--- config.mk ---
export PLATFORM = sky130hd
export DESIGN_NAME = crc16_tx_seq_flat
export DESIGN_NICKNAME = d
export VERILOG_FILES = /design/src/rtl/crc16_tx_seq_pkg.sv /design/src/rtl/crc16_tx_seq_if.sv /design/src/rtl/crc16_tx_seq_lfsr.sv /design/src/rtl/crc16_tx_seq.sv /design/src/flat_wrapper.sv
export SDC_FILE = /design/constraint.sdc
export NUM_CORES = 1
export LEC_CHECK = 0
export CAP_MARGIN = 20
export CORE_ASPECT_RATIO = 0.7
export CORE_MARGIN = 3
export CORE_UTILIZATION = 59
export CTS_CLUSTER_DIAMETER = 40
export DETAILED_ROUTE_END_ITERATION = 7
export GPL_TIMING_DRIVEN = 0
export PLACE_DENSITY = 0.86
export SLEW_MARGIN = 0
export SYNTH_ARGS = -nofsm -noshare
export SYNTH_HDL_FRONTEND = slang
export SYNTH_SLANG_ARGS = --single-unit
--- constraint.sdc ---
create_clock -name clk -period 6.02 [get_ports clk]
set_input_delay 1.204 -clock clk [delete_from_list [all_inputs] [get_ports clk]]
set_output_delay 1.204 -clock clk [all_outputs]
set_load 0.02 [all_outputs]
--- src/rtl/crc16_tx_seq_pkg.sv ---
// Shared definitions for the CRC-16 serial transmit sequencer.
//   CRC16_POLY / CRC16_INIT : CRC-16 (x^16+x^12+x^5+1), MSB-first, no reflection
//   CRC16_SYNC              : preamble sync byte (CRC16_TX_PREAMBLE_EN only)
//   state_t                 : sequencer states
//   crc16_step()            : one serial CRC update
// Build option: `define CRC16_TX_PREAMBLE_EN adds the PRE state and sync byte.
package crc16_pkg;

  localparam logic [15:0] CRC16_POLY = 16'h1021;
  localparam logic [15:0] CRC16_INIT = 16'h0000;

`ifdef CRC16_TX_PREAMBLE_EN
  localparam logic [7:0] CRC16_SYNC = 8'hA5;

  typedef enum logic [2:0] {
    ST_IDLE,
    ST_PRE,
    ST_LOAD,
    ST_SHIFT,
    ST_CRC,
    ST_DONE
  } state_t;
`else
  typedef enum logic [2:0] {
    ST_IDLE,
    ST_LOAD,
    ST_SHIFT,
    ST_CRC,
    ST_DONE
  } state_t;
`endif

  // One bit of an MSB-first CRC with no reflection.
  function automatic logic [15:0] crc16_step(input logic [15:0] crc, input logic din);
    logic fb;
    fb = crc[15] ^ din;
    return {crc[14:0], 1'b0} ^ (fb ? CRC16_POLY : 16'h0000);
  endfunction

endpackage

--- src/rtl/crc16_tx_seq_if.sv ---
// Frame request / payload handshake / serial output bundle of crc16_tx_seq.
//   master : frame source + line driver side (start, len, byte_in, byte_valid out)
//   slave  : the sequencer (byte_ready, ser_out, ser_valid, busy, done, crc_out out)
interface crc16_tx_seq_if #(
  parameter int unsigned LEN_W = 8
);

  logic             start;
  logic [LEN_W-1:0] len;
  logic [7:0]       byte_in;
  logic             byte_valid;
  logic             byte_ready;
  logic             ser_out;
  logic             ser_valid;
  logic             busy;
  logic             done;
  logic [15:0]      crc_out;

  modport master (
    output start, len, byte_in, byte_valid,
    input  byte_ready, ser_out, ser_valid, busy, done, crc_out
  );

  modport slave (
    input  start, len, byte_in, byte_valid,
    output byte_ready, ser_out, ser_valid, busy, done, crc_out
  );

endinterface

--- src/rtl/crc16_tx_seq_lfsr.sv ---
// crc16_lfsr: 16-bit serial CRC register, one bit per enabled cycle.
//   clk, reset_n : clock, asynchronous active-low reset (register -> CRC16_INIT)
//   clr          : synchronous clear to CRC16_INIT, wins over en
//   en, din      : advance the CRC with data bit din
//   crc          : current CRC value
module crc16_lfsr
  import crc16_pkg::*;
(
  input  logic        clk,
  input  logic        reset_n,
  input  logic        clr,
  input  logic        en,
  input  logic        din,
  output logic [15:0] crc
);

  logic [15:0] crc_q;

  always_ff @(posedge clk or negedge reset_n) begin
    if (!reset_n) begin
      crc_q <= CRC16_INIT;
    end else if (clr) begin
      crc_q <= CRC16_INIT;
    end else if (en) begin
      crc_q <= crc16_step(crc_q, din);
    end
  end

  assign crc = crc_q;

endmodule

--- src/rtl/crc16_tx_seq.sv ---
// crc16_tx_seq: serial transmit sequencer. Takes a frame length and payload
// bytes over a valid/ready handshake, shifts them out MSB-first on one line
// while feeding each payload bit to a CRC-16, then appends the CRC MSB-first.
//   clk, reset_n : clock, asynchronous active-low reset
//   bus (slave)  : start/len request, byte_in/byte_valid/byte_ready payload
//                  handshake, ser_out/ser_valid serial line, busy, done pulse,
//                  crc_out (CRC of the last completed frame)
// Build option: `define CRC16_TX_PREAMBLE_EN emits sync byte 0xA5 ahead of
// the payload (not covered by the CRC).
// LEN_W must match the LEN_W of the connected interface instance.
module crc16_tx_seq
  import crc16_pkg::*;
#(
  parameter int unsigned LEN_W = 8
) (
  input  logic            clk,
  input  logic            reset_n,
  crc16_tx_seq_if.slave   bus
);

  state_t           state_q;
  logic [LEN_W-1:0] bytes_left_q;
  logic [3:0]       cnt_q;        // bit_idx in PRE/SHIFT, remaining CRC bits in CRC
  logic [15:0]      sh_q;         // bits still to send, next one at [15]
  logic             ser_out_q;
  logic             ser_valid_q;
  logic             busy_q;
  logic             done_q;
  logic [15:0]      crc_out_q;

  logic [15:0]      lfsr_crc;
  logic [15:0]      crc_seed_d;
  logic             byte_ready_d;
  logic             hs_d;
  logic             lfsr_clr_d;
  logic             lfsr_en_d;

  // Ready in LOAD, and on the last bit of a byte when more bytes remain so
  // the next byte can follow without a bubble.
  always_comb begin
    byte_ready_d = 1'b0;
    if (state_q == ST_LOAD) begin
      byte_ready_d = 1'b1;
    end else if (state_q == ST_SHIFT && cnt_q == 4'd0 && bytes_left_q != '0) begin
      byte_ready_d = 1'b1;
    end
  end

  assign hs_d       = bus.byte_valid && byte_ready_d;
  assign lfsr_clr_d = (state_q == ST_IDLE) && bus.start;
  assign lfsr_en_d  = (state_q == ST_SHIFT);

  // Value the CRC register holds once the current cycle retires. On the last
  // payload bit the LFSR has not yet absorbed that bit, so the final CRC is
  // taken one step ahead to allow streaming it out with no gap.
  always_comb begin
    crc_seed_d = lfsr_crc;
    if (state_q == ST_IDLE) begin
      crc_seed_d = CRC16_INIT;
    end else if (state_q == ST_SHIFT) begin
      crc_seed_d = crc16_step(lfsr_crc, ser_out_q);
    end
  end

  crc16_lfsr u_lfsr (
    .clk     (clk),
    .reset_n (reset_n),
    .clr     (lfsr_clr_d),
    .en      (lfsr_en_d),
    .din     (ser_out_q),
    .crc     (lfsr_crc)
  );

  always_ff @(posedge clk or negedge reset_n) begin
    if (!reset_n) begin
      state_q      <= ST_IDLE;
      bytes_left_q <= '0;
      cnt_q        <= '0;
      sh_q         <= '0;
      ser_out_q    <= 1'b0;
      ser_valid_q  <= 1'b0;
      busy_q       <= 1'b0;
      done_q       <= 1'b0;
      crc_out_q    <= '0;
    end else begin
      case (state_q)
        ST_IDLE: begin
          if (bus.start) begin
            bytes_left_q <= bus.len;
            busy_q       <= 1'b1;
`ifdef CRC16_TX_PREAMBLE_EN
            state_q      <= ST_PRE;
            ser_out_q    <= CRC16_SYNC[7];
            sh_q         <= {CRC16_SYNC[6:0], 9'b0};
            cnt_q        <= 4'd7;
            ser_valid_q  <= 1'b1;
`else
            if (bus.len != '0) begin
              state_q <= ST_LOAD;
            end else begin
              state_q     <= ST_CRC;
              ser_out_q   <= crc_seed_d[15];
              sh_q        <= {crc_seed_d[14:0], 1'b0};
              cnt_q       <= 4'd15;
              ser_valid_q <= 1'b1;
              crc_out_q   <= crc_seed_d;
            end
`endif
          end
        end

`ifdef CRC16_TX_PREAMBLE_EN
        ST_PRE: begin
          if (cnt_q != 4'd0) begin
            ser_out_q <= sh_q[15];
            sh_q      <= {sh_q[14:0], 1'b0};
            cnt_q     <= cnt_q - 4'd1;
          end else if (bytes_left_q != '0) begin
            state_q     <= ST_LOAD;
            ser_out_q   <= 1'b0;
            ser_valid_q <= 1'b0;
          end else begin
            state_q   <= ST_CRC;
            ser_out_q <= crc_seed_d[15];
            sh_q      <= {crc_seed_d[14:0], 1'b0};
            cnt_q     <= 4'd15;
            crc_out_q <= crc_seed_d;
          end
        end
`endif

        ST_LOAD: begin
          if (hs_d) begin
            state_q      <= ST_SHIFT;
            ser_out_q    <= bus.byte_in[7];
            sh_q         <= {bus.byte_in[6:0], 9'b0};
            cnt_q        <= 4'd7;
            ser_valid_q  <= 1'b1;
            bytes_left_q <= bytes_left_q - LEN_W'(1);
          end
        end

        ST_SHIFT: begin
          if (cnt_q != 4'd0) begin
            ser_out_q <= sh_q[15];
            sh_q      <= {sh_q[14:0], 1'b0};
            cnt_q     <= cnt_q - 4'd1;
          end else if (bytes_left_q != '0) begin
            if (hs_d) begin
              ser_out_q    <= bus.byte_in[7];
              sh_q         <= {bus.byte_in[6:0], 9'b0};
              cnt_q        <= 4'd7;
              bytes_left_q <= bytes_left_q - LEN_W'(1);
            end else begin
              state_q     <= ST_LOAD;
              ser_out_q   <= 1'b0;
              ser_valid_q <= 1'b0;
            end
          end else begin
            state_q   <= ST_CRC;
            ser_out_q <= crc_seed_d[15];
            sh_q      <= {crc_seed_d[14:0], 1'b0};
            cnt_q     <= 4'd15;
            crc_out_q <= crc_seed_d;
          end
        end

        ST_CRC: begin
          if (cnt_q != 4'd0) begin
            ser_out_q <= sh_q[15];
            sh_q      <= {sh_q[14:0], 1'b0};
            cnt_q     <= cnt_q - 4'd1;
          end else begin
            state_q     <= ST_DONE;
            ser_out_q   <= 1'b0;
            ser_valid_q <= 1'b0;
            done_q      <= 1'b1;
          end
        end

        ST_DONE: begin
          state_q <= ST_IDLE;
          done_q  <= 1'b0;
          busy_q  <= 1'b0;
        end

        default: begin
          state_q     <= ST_IDLE;
          ser_out_q   <= 1'b0;
          ser_valid_q <= 1'b0;
          busy_q      <= 1'b0;
          done_q      <= 1'b0;
        end
      endcase
    end
  end

  assign bus.byte_ready = byte_ready_d;
  assign bus.ser_out    = ser_out_q;
  assign bus.ser_valid  = ser_valid_q;
  assign bus.busy       = busy_q;
  assign bus.done       = done_q;
  assign bus.crc_out    = crc_out_q;

endmodule
--- src/flat_wrapper.sv ---
// flat-port wrapper written by rule: the top's interface ports become plain ports
module crc16_tx_seq_flat import crc16_pkg::*;
#(
  parameter int unsigned LEN_W = 8
)
  (clk, reset_n, bus_start, bus_len, bus_byte_in, bus_byte_valid, bus_byte_ready, bus_ser_out, bus_ser_valid, bus_busy, bus_done, bus_crc_out);
  crc16_tx_seq_if #(.LEN_W(LEN_W)) bus_i ();
  input  logic clk;
  input  logic reset_n;
  input wire logic [$bits(bus_i.start)-1:0] bus_start;
  input wire logic [$bits(bus_i.len)-1:0] bus_len;
  input wire logic [$bits(bus_i.byte_in)-1:0] bus_byte_in;
  input wire logic [$bits(bus_i.byte_valid)-1:0] bus_byte_valid;
  output wire logic [$bits(bus_i.byte_ready)-1:0] bus_byte_ready;
  output wire logic [$bits(bus_i.ser_out)-1:0] bus_ser_out;
  output wire logic [$bits(bus_i.ser_valid)-1:0] bus_ser_valid;
  output wire logic [$bits(bus_i.busy)-1:0] bus_busy;
  output wire logic [$bits(bus_i.done)-1:0] bus_done;
  output wire logic [$bits(bus_i.crc_out)-1:0] bus_crc_out;
  assign bus_i.start = bus_start;
  assign bus_i.len = bus_len;
  assign bus_i.byte_in = bus_byte_in;
  assign bus_i.byte_valid = bus_byte_valid;
  assign bus_byte_ready = bus_i.byte_ready;
  assign bus_ser_out = bus_i.ser_out;
  assign bus_ser_valid = bus_i.ser_valid;
  assign bus_busy = bus_i.busy;
  assign bus_done = bus_i.done;
  assign bus_crc_out = bus_i.crc_out;
  crc16_tx_seq #(.LEN_W(LEN_W)) u_core (.clk(clk), .reset_n(reset_n), .bus(bus_i));
endmodule
==> out/results.md, run 1 <==
| Item | This run | Unit |
|:---|:---|:---|
| Post-synthesis instance area | 3180 | um2 |
| Count of cell types in the netlist | 57 | - |
| Detail-routed via count per cell | 6.46 | - |
| Most used standard cell by instance count after synthesis | dfrtp_1 | - |
| Ratio of cells with drive above 1 in the final layout | 9.89 | % |
| Portion of the clock cycle consumed by the worst path in the final layout | 71.0 | % |
| Post-route setup TNS | 0 | ns |
| Hold buffers post-CTS | 0 | - |
| DRC violation count after routing | 0 | - |
| Most used DFF post-synth | dfrtp_1 | - |
| Yosys Warn Count | 0 | - |
| Peak ir drop on the vdd network | 0.000253 | V |
| Cells taking the most area after synthesis | dfrtp_1 53%, a22o_1 6.3%, nor2_1 3.3% | - |
| Via count of the routed design | 2733 | - |
| Worst Setup Slack, final | 1.75 | ns |
| Drt wl/cell | 19.2 | um |
| Estimated wirelength of the detail-placed design | 5500 | um |
| Placer Congestion | 0.936 | - |
| Power per standard cell area | 503 | nW/um2 |
| Worst path max stage delay | 0.76 | ns |
| Worst setup EP type | output pin | - |
| Aggregate routed wire length | 8130 | um |
| Horizontal extent of the die | 93.8 | um |
| Synth-to-layout area growth | 22.5 | % |
| Post-route non-filler standard cell count | 423 | - |
| Num ports | 41 | - |
| Clock slew seen by the registers of the worst setup and hold paths | 0.07 | ns |
| Area inside the core boundary | 4990 | um2 |
| Clock net sink count | 67 | - |
| Mean instance size in the synthesized netlist | 10.7 | um2 |
| Largest net degree at the start of global routing | 68 | - |
| Slowest library cell on the worst path | nor4b_1 | - |
| Post-synthesis cell count | 298 | - |
| Number of clock buffers inserted by TritonCTS | 9 | - |
| Max-slew violation count | 0 | - |
| Path class of the lowest-slack min-delay path | reg2reg | - |
| Most instantiated cells after synthesis | 67 x dfrtp_1, 28 x nor2_1, 23 x a22o_1 | - |
| Rows | 21 | - |
| Setup slack after placement | 2.26 | ns |
| Maximum net fanout on the critical path | 5 | - |
| Cell Chain, Critical Path | inv_1 > ha_1 > nor4b_1 > nand2_1 > o21ai_0 > nor2b_1 > clkdlybuf4s50_1 | - |
| Global-route wire length before repair | 13400 | um |
| Highest signal layer in the routed design | met4 | - |
| Area leader, netlist | dfrtp_1 | - |
| Max Buffers Root-to-Sink | 2 | - |
| #FFs+latches synth | 67 | - |
| Clock root buffer | clkbuf_8 | - |
| Initial core utilization | 63.8 | % |
| Number of diodes added for antenna fixing | 0 | - |
| Async set-or-reset flop fraction in the synthesized netlist | 100 | % |
| Y dimension of the die | 67.5 | um |
| Wire length on met3 | 796 | um |
| H-tree Lvls | 3 | - |
| Setup repair after global routing missed its margin | no | - |
| Antenna violations before repair | 0 | - |
| Post-CTS Setup Inserts | 0 | - |
| Total nets after synthesis | 321 | - |
| DRT iter0 DRCs | 379 | - |
| Highest clock rate | 234 | MHz |
| Worst Max-Slew Pin Slew | 0.931 | ns |
| Worst-Skew Late Latency | 0.35 | ns |
| TritonCTS clock tree | done | - |
| Endpoints failing setup | 0 | - |
| M1 WL | 3770 | um |
| # port buffers | 40 | - |
| Sequential share of the synthesized area | 52.7 | % |
| Fill cell instance count of the final layout | 320 | - |
| TritonRoute pass-1 iters | 5 | - |
| Static leakage power | 1.82 | nW |
| Share of the synthesized area in the top cell type | 52.7 | % |
| Worst path required time | 4.82 | ns |
| Placed Cells | 407 | - |
| Clock Skews | 0.00678 | ns |
| Critical Setup Path Class | reg2out | - |
| Resized cells post-CTS | 0 | - |
| Remaining Overflow, GRT | 0 | - |
| Worst slew slack as a fraction of its limit | 37.1 | % |
| Number of hold violations in the final report | 0 | - |
| Worst path arrival time | 3.07 | ns |
| Result of the run | completed | - |
| Startpoint class of the critical path | flop | - |
| Post-DRT Antenna Nets | 0 | - |
| Maximum capacitance violations | 0 | - |
| Final net count | 373 | - |
| Final Critical Period | 4.27 | ns |
| EDFF count, synth | 0 | - |
| Vias in the first global route | 2586 | - |
| Die Outline Area | 6330 | um2 |
| Routed met2 length | 3490 | um |
| GRT Resource Usage Total | 28.5 | % |
==> cell usage in the layout (no fill, tap or decap), types with 6 or more instances in the layout <==
master	n
o2bb2ai_1	6
and2_1	10
clkbuf_1	11
nor2_1	28
clkbuf_8	11
clkdlybuf4s50_1	39
o21ai_0	18
a22o_1	23
a221o_1	9
a21o_1	10
a21oi_1	19
dfrtp_1	67
inv_1	9
nor3_1	8
==> state kept, by name (all words and copies together) (netlist names) <==
register	count
u_core.bus.done	1
u_core.bus.ser_out	1
u_core.sh_q	16
u_core.bus.crc_out	16
u_core.bytes_left_q	8
u_core.bus.ser_valid	1
u_core.bus.busy	1
u_core.state_q	3
u_core.u_lfsr.crc	16
u_core.cnt_q	4
==> final cells by class <==
type	instances	area [um2]	share of cell area [%]
clock buffer	11	151	3.88
clock inverter	4	73.8	1.89
buffer	18	97.6	2.50
inverter	9	33.8	0.866
multi-input combinational	204	1380	35.3
tap	69	86.3	2.21
sequential	67	1680	43.0
timing repair buffer	41	405	10.4
==> metrics by stage <==
stage                     power (mW)  hold slack, ns  utilization [%]  instance area (um2)
after floorplan                 1.26           0.454                -                 3180
after global placement          1.48           0.458             73.5                 3670
after detailed placement        1.52           0.465             73.5                 3670
after CTS                       1.94           0.481             78.0                 3890
after global routing            2.10           0.501             78.1                 3900
final                           1.96           0.479             78.1                 3900
==> report_power, final <==
part	internal (mW)	switching, mW
Sequential	0.578	0.119
Clock	0.253	0.167
Combinational	0.336	0.509
==> critical path, delay by kind of cell, from the launching register on <==
| kind | cells | cell delay (ns) |
|---|---|---|
| fa+ha+maj | 1 | 0.18 |
| flops | 1 | 0.41 |
| buf+inv | 2 | 0.75 |
| simple gates | 3 | 1.15 |
| compound gates | 1 | 0.24 |
==> kinds of logic (layout without fill, tap and decap cells) <==
family | count (synthesis) | in the layout | synth area share [%]
AO/OA/AOI/OAI | 118 | 118 | 27.4
adder cells (fa/ha/maj) | 3 | 3 | 1.18
buffers and inverters | 27 | 83 | 4.13
multiplexers | 1 | 1 | 0.354
AND/OR/NAND/NOR | 79 | 79 | 13.4
flip-flops | 67 | 67 | 52.7
XOR/XNOR | 3 | 3 | 0.826
==> final timing paths <==
kind,startpoint,end,slack [ns],cells past startpoint
worst max-delay path,u_core.cnt_q[0],bus_byte_ready,1.75,7
worst max register to register,u_core.bytes_left_q[0],u_core.bus.ser_out,3.30,9
max in group asynchronous,reset_n,u_core.bus.ser_out,4.51,1
worst min register to register,u_core.bus.crc_out[3],u_core.bus.crc_out[3],0.48,1
worst min-delay path,u_core.bus.crc_out[3],u_core.bus.crc_out[3],0.48,1
min in group asynchronous,reset_n,u_core.sh_q[3],0.95,1
==> routing by layer <==
metal,GRT usage (%),up-vias
li1,-,1228
met1,42.1,1343
met2,41.2,151
met3,8.35,11
met4,7.75,0
met5,0,-
No activity file was read; power rests on OpenSTA's default activity.
==> run 2: changes to the inputs <==
CORE_UTILIZATION = 55   (was 59)
PLACE_DENSITY = 0.81   (was 0.86)
clock period = 4.3 ns   (was 6.02 ns; I/O delays follow)
==> out/results.md, run 2 (synthesis gave the netlist of run 1 again) <==
| Item | This run | Unit |
|:---|:---|:---|
| # port buffers | 40 | - |
| Number of clock buffers inserted by TritonCTS | 9 | - |
| Maximum capacitance violations | 0 | - |
| Max-slew violation count | 0 | - |
| Number of diodes added for antenna fixing | 0 | - |
| TritonCTS clock tree | done | - |
| Maximum net fanout on the critical path | 5 | - |
| Clock slew seen by the registers of the worst setup and hold paths | 0.07 | ns |
| Via count of the routed design | 2711 | - |
| Portion of the clock cycle consumed by the worst path in the final layout | 90.1 | % |
| Path class of the lowest-slack min-delay path | reg2reg | - |
| Static leakage power | 1.81 | nW |
| Rows | 22 | - |
| H-tree Lvls | 3 | - |
| DRC violation count after routing | 0 | - |
| Drt wl/cell | 18.3 | um |
| Power per standard cell area | 700 | nW/um2 |
| Worst path arrival time | 3.01 | ns |
| Post-route non-filler standard cell count | 427 | - |
| Placed Cells | 410 | - |
| Setup repair after global routing missed its margin | no | - |
| Worst path depth | 7 | - |
| Worst-Skew Late Latency | 0.35 | ns |
| DRT iter0 DRCs | 311 | - |
| Horizontal extent of the die | 96.9 | um |
| Worst path required time | 3.44 | ns |
| Switch Pwr | 1.11 | mW |
| Synth-to-layout area growth | 22.7 | % |
| Reg power frac | 35.7 | % |
| Initial core utilization | 58.7 | % |
| Hold Slack | 0.478 | ns |
| Clock Skews | 0.0112 | ns |
| Final Critical Period | 3.87 | ns |
| Ratio of cells with drive above 1 in the final layout | 10.1 | % |
| Worst reg2reg path startpoint | u_core.bytes_left_q[0] | - |
| Setup slack after placement | 0.839 | ns |
| Cell Chain, Critical Path | inv_1 > ha_1 > nor4b_1 > nand2_1 > o21ai_0 > nor2b_1 > clkdlybuf4s50_1 | - |
| Family of cells with the greatest summed delay on the critical path | simple AND/OR/NAND/NOR gates | - |
| Combinational power share | 42.7 | % |
| Worst setup EP type | output pin | - |
| Worst Setup Slack, final | 0.426 | ns |
| Clock Power Share | 21.7 | % |
| Count of cells along the worst register-to-register path | 9 | - |
| Final net count | 373 | - |
| Largest net degree at the start of global routing | 68 | - |
| Antenna violations before repair | 0 | - |
| Slowest library cell on the worst path | nor4b_1 | - |
| GRT Resource Usage Total | 24.4 | % |
| Placer Congestion | 0.896 | - |
| Number of hold violations in the final report | 0 | - |
| Y dimension of the die | 69.7 | um |
| Hold buffers post-CTS | 0 | - |
| RR Endpoint | u_core.bus.ser_out | - |
| Last element of the critical path | bus_byte_ready | - |
| Remaining Overflow, GRT | 0 | - |
| Post-route setup TNS | 0 | ns |
| Global-route wire length before repair | 13200 | um |
| Critical Setup Path Class | reg2out | - |
| Resized cells post-CTS | 0 | - |
| Worst slew slack as a fraction of its limit | 42.5 | % |
| Post-CTS Setup Inserts | 0 | - |
| Worst Max-Slew Pin Slew | 0.850 | ns |
| Worst setup path startpoint | u_core.cnt_q[0] | - |
| Setup slack of the worst register-to-register path | 1.64 | ns |
| Top library cells by usage in the layout, fill and taps aside | 67 x dfrtp_1, 39 x clkdlybuf4s50_1, 28 x nor2_1 | - |
| Endpoints failing setup | 0 | - |
| Total internal power | 1.62 | mW |
| Switching Share | 40.7 | % |
| Vias in the first global route | 2651 | - |
| Clock root buffer | clkbuf_8 | - |
| Aggregate routed wire length | 7800 | um |
| Area inside the core boundary | 5420 | um2 |
| Estimated wirelength of the detail-placed design | 5470 | um |
| Number of buffers and inverters on the critical path | 2 | - |
| TritonRoute pass-1 iters | 5 | - |
| Worst path max stage delay | 0.70 | ns |
| Result of the run | completed | - |
| Highest clock rate | 258 | MHz |
| Max Buffers Root-to-Sink | 2 | - |
| Num ports | 41 | - |
| Die Outline Area | 6750 | um2 |
| Clock net sink count | 67 | - |
| Detail-routed via count per cell | 6.35 | - |
| Peak ir drop on the vdd network | 0.000362 | V |
| Post-DRT Antenna Nets | 0 | - |
| Startpoint class of the critical path | flop | - |
| Most common cell after layout, fill and taps aside | dfrtp_1 | - |
run 2: routing by layer:
layer,routed length [um],vias up,GRT usage [%]
met5,0,-,0
met4,106,0,6.39
met3,718,16,6.83
met2,3120,151,32.3
met1,3860,1304,38.6
li1,-,1240,-
run 2: layout make-up:
type / count / area, um2
sequential: 67 / 1680
fill: 412 / 1520
multi-input combinational: 204 / 1380
timing repair buffer: 41 / 405
clock buffer: 10 / 138
buffer: 18 / 97.6
tap: 72 / 90.1
clock inverter: 6 / 88.8
inverter: 9 / 33.8
run 2: power groups by stage:
stage / Clock [mW] / Sequential (mW) / Combinational (mW)
2_1_floorplan: 0 / 0.951 / 0.820
3_3_place_gp: 0 / 0.972 / 1.11
3_5_place_dp: 0 / 0.976 / 1.14
4_1_cts: 0.597 / 0.968 / 1.15
5_1_grt: 0.631 / 0.993 / 1.30
6_report: 0.592 / 0.975 / 1.17
run 2: stage by stage:
| stage | cell area (um2) | util (%) | power [mW] |
|---|---|---|---|
| 2_1_floorplan | 3180 | - | 1.77 |
| 3_3_place_gp | 3670 | 67.7 | 2.08 |
| 3_5_place_dp | 3670 | 67.7 | 2.12 |
| 4_1_cts | 3900 | 71.9 | 2.72 |
| 5_1_grt | 3910 | 72.0 | 2.92 |
| 6_report | 3910 | 72.0 | 2.74 |
run 2: worst min-delay path by stage:
stage	from	endpoint	slack, ns	cells past startpoint
global route	u_core.bus.crc_out[12]	u_core.bus.crc_out[12]	0.50	1
finish	u_core.bus.crc_out[4]	u_core.bus.crc_out[4]	0.48	1
CTS	u_core.bus.crc_out[2]	u_core.bus.crc_out[2]	0.48	1
global placement	u_core.bus.crc_out[4]	u_core.bus.crc_out[4]	0.46	1
floorplan	u_core.sh_q[0]	u_core.sh_q[0]	0.45	1
detailed placement	u_core.bus.crc_out[4]	u_core.bus.crc_out[4]	0.47	1
==> run 3: changes to the inputs <==
CORE_ASPECT_RATIO = 0.9   (was 0.7)
==> out/results.md, run 3 (synthesis gave the netlist of run 1 again) <==
| Item | This run | Unit |
|:---|:---|:---|
| Result of the run | completed | - |
| Worst setup EP type | output pin | - |
| Power per standard cell area | 686 | nW/um2 |
| Clock root buffer | clkbuf_8 | - |
| Resized cells post-CTS | 0 | - |
| Seq. cell area | 1680 | um2 |
| DRT iter0 DRCs | 183 | - |
| Horizontal extent of the die | 86.2 | um |
| Max-slew violation count | 0 | - |
| Number of hold violations in the final report | 0 | - |
| Worst path required time | 3.44 | ns |
| Initial core utilization | 58.8 | % |
| Worst path arrival time | 3.04 | ns |
| TritonRoute pass-1 iters | 5 | - |
| Startpoint class of the critical path | flop | - |
| Post-route setup TNS | 0 | ns |
| Static leakage power | 1.81 | nW |
| Vias in the first global route | 2534 | - |
| Post-CTS Setup Inserts | 0 | - |
| Num ports | 41 | - |
| Area inside the core boundary | 5410 | um2 |
| Portion of the clock cycle consumed by the worst path in the final layout | 90.7 | % |
| Placer Congestion | 0.871 | - |
| Clock Skews | 0.00898 | ns |
| Most common cell after layout, fill and taps aside | dfrtp_1 | - |
| TritonCTS clock tree | done | - |
| Fill cell instance count of the final layout | 383 | - |
| Maximum capacitance violations | 0 | - |
| Drt wl/cell | 18.3 | um |
| Y dimension of the die | 78.2 | um |
| Top library cells by usage in the layout, fill and taps aside | 67 x dfrtp_1, 39 x clkdlybuf4s50_1, 28 x nor2_1 | - |
| Placed standard-cell area | 3660 | um2 |
| Largest net degree at the start of global routing | 68 | - |
| Detail-routed via count per cell | 6.32 | - |
| Worst-Skew Late Latency | 0.35 | ns |
| Total power | 2.66 | mW |
| Synth-to-layout area growth | 21.7 | % |
| Worst slew slack as a fraction of its limit | 39.4 | % |
| Endpoints failing setup | 0 | - |
| Rows | 25 | - |
| Via count of the routed design | 2667 | - |
| DRC violation count after routing | 0 | - |
| Die Outline Area | 6740 | um2 |
| Estimated wirelength of the detail-placed design | 5360 | um |
| H-tree Lvls | 3 | - |
| Final Critical Period | 3.90 | ns |
| Critical Setup Path Class | reg2out | - |
| Remaining Overflow, GRT | 0 | - |
| Aggregate routed wire length | 7740 | um |
| Post-route non-filler standard cell count | 422 | - |
| Post-DRT Antenna Nets | 0 | - |
| Maximum net fanout on the critical path | 5 | - |
| Worst Max-Slew Pin Slew | 0.896 | ns |
| Worst path max stage delay | 0.74 | ns |
| GRT Resource Usage Total | 24.8 | % |
| Ratio of cells with drive above 1 in the final layout | 10.1 | % |
| Max Buffers Root-to-Sink | 2 | - |
| Global-route wire length before repair | 13000 | um |
| Placed Cells | 405 | - |
| Hold buffers post-CTS | 0 | - |
| Number of diodes added for antenna fixing | 0 | - |
| Slowest library cell on the worst path | nor4b_1 | - |
| Highest clock rate | 256 | MHz |
| Path class of the lowest-slack min-delay path | reg2reg | - |
| Antenna violations before repair | 0 | - |
| Clock slew seen by the registers of the worst setup and hold paths | 0.08 | ns |
| Number of clock buffers inserted by TritonCTS | 9 | - |
| Final net count | 373 | - |
| # port buffers | 40 | - |
| Final cell area excluding filler cells | 3870 | um2 |
| Multi-input logic area | 1380 | um2 |
| Cell Chain, Critical Path | inv_1 > ha_1 > nor4b_1 > nand2_1 > o21ai_0 > nor2b_1 > clkdlybuf4s50_1 | - |
| Clock net sink count | 67 | - |
| Setup repair after global routing missed its margin | no | - |
| Peak ir drop on the vdd network | 0.000520 | V |
## run 3: cell count changes in the layout (fill, tap and decap cells not counted)
cell / delta
clkbuf_4: -1
bufinv_16: -1
buf_2: +1
clkinv_2: +1
clkinvlp_4: -1
clkinv_4: +1
## run 3: stage by stage
step	utilization (%)	setup slack [ns]	hold WS, ns
2_1_floorplan	-	1.63	0.454
3_3_place_gp	67.8	0.184	0.459
3_5_place_dp	67.7	0.799	0.468
4_1_cts	71.5	0.422	0.485
5_1_grt	71.6	0.168	0.503
6_report	71.6	0.399	0.479
## run 3: worst max-delay path, delay by kind of cell, from the launching register on
kind,cells,cell delay (ns)
AO/OA/AOI/OAI,1,0.24
adder cells (fa/ha/maj),1,0.18
buffers and inverters,2,0.73
flip-flops,1,0.42
AND/OR/NAND/NOR,3,1.12
## run 3: final cells by class
class	instances	area share (%)
inverters	9	0.872
clock inverters	6	1.68
well taps	67	2.16
multi-input cells	204	35.5
repair buffers	41	10.4
flip-flops and latches	67	43.3
plain buffers	18	2.52
clock buffers	10	3.55
## run 3: worst paths after layout
path                                         from                     end  slack (ns)  cells after the start
max reg2reg                u_core.bytes_left_q[0]      u_core.bus.ser_out        1.63                      9
min                         u_core.bus.crc_out[1]   u_core.bus.crc_out[1]        0.48                      1
min in group asynchronous                 reset_n         u_core.sh_q[12]        0.61                      1
max in group asynchronous                 reset_n  u_core.bus.crc_out[14]        3.14                      1
max                               u_core.cnt_q[0]          bus_byte_ready        0.40                      7
min reg2reg                 u_core.bus.crc_out[1]   u_core.bus.crc_out[1]        0.48                      1
## run 3: routing by layer
metal / global-route usage (%) / wire length [um]
met5: 0 / 0
met4: 6.54 / 93
met3: 5.88 / 573
met2: 35.3 / 3460
met1: 38.0 / 3620
## run 3: report_power, final
group	switching, mW	internal (mW)	leakage, nW
sequential	0.162	0.809	0.890
clock	0.245	0.283	0.102
combinational	0.686	0.469	0.814
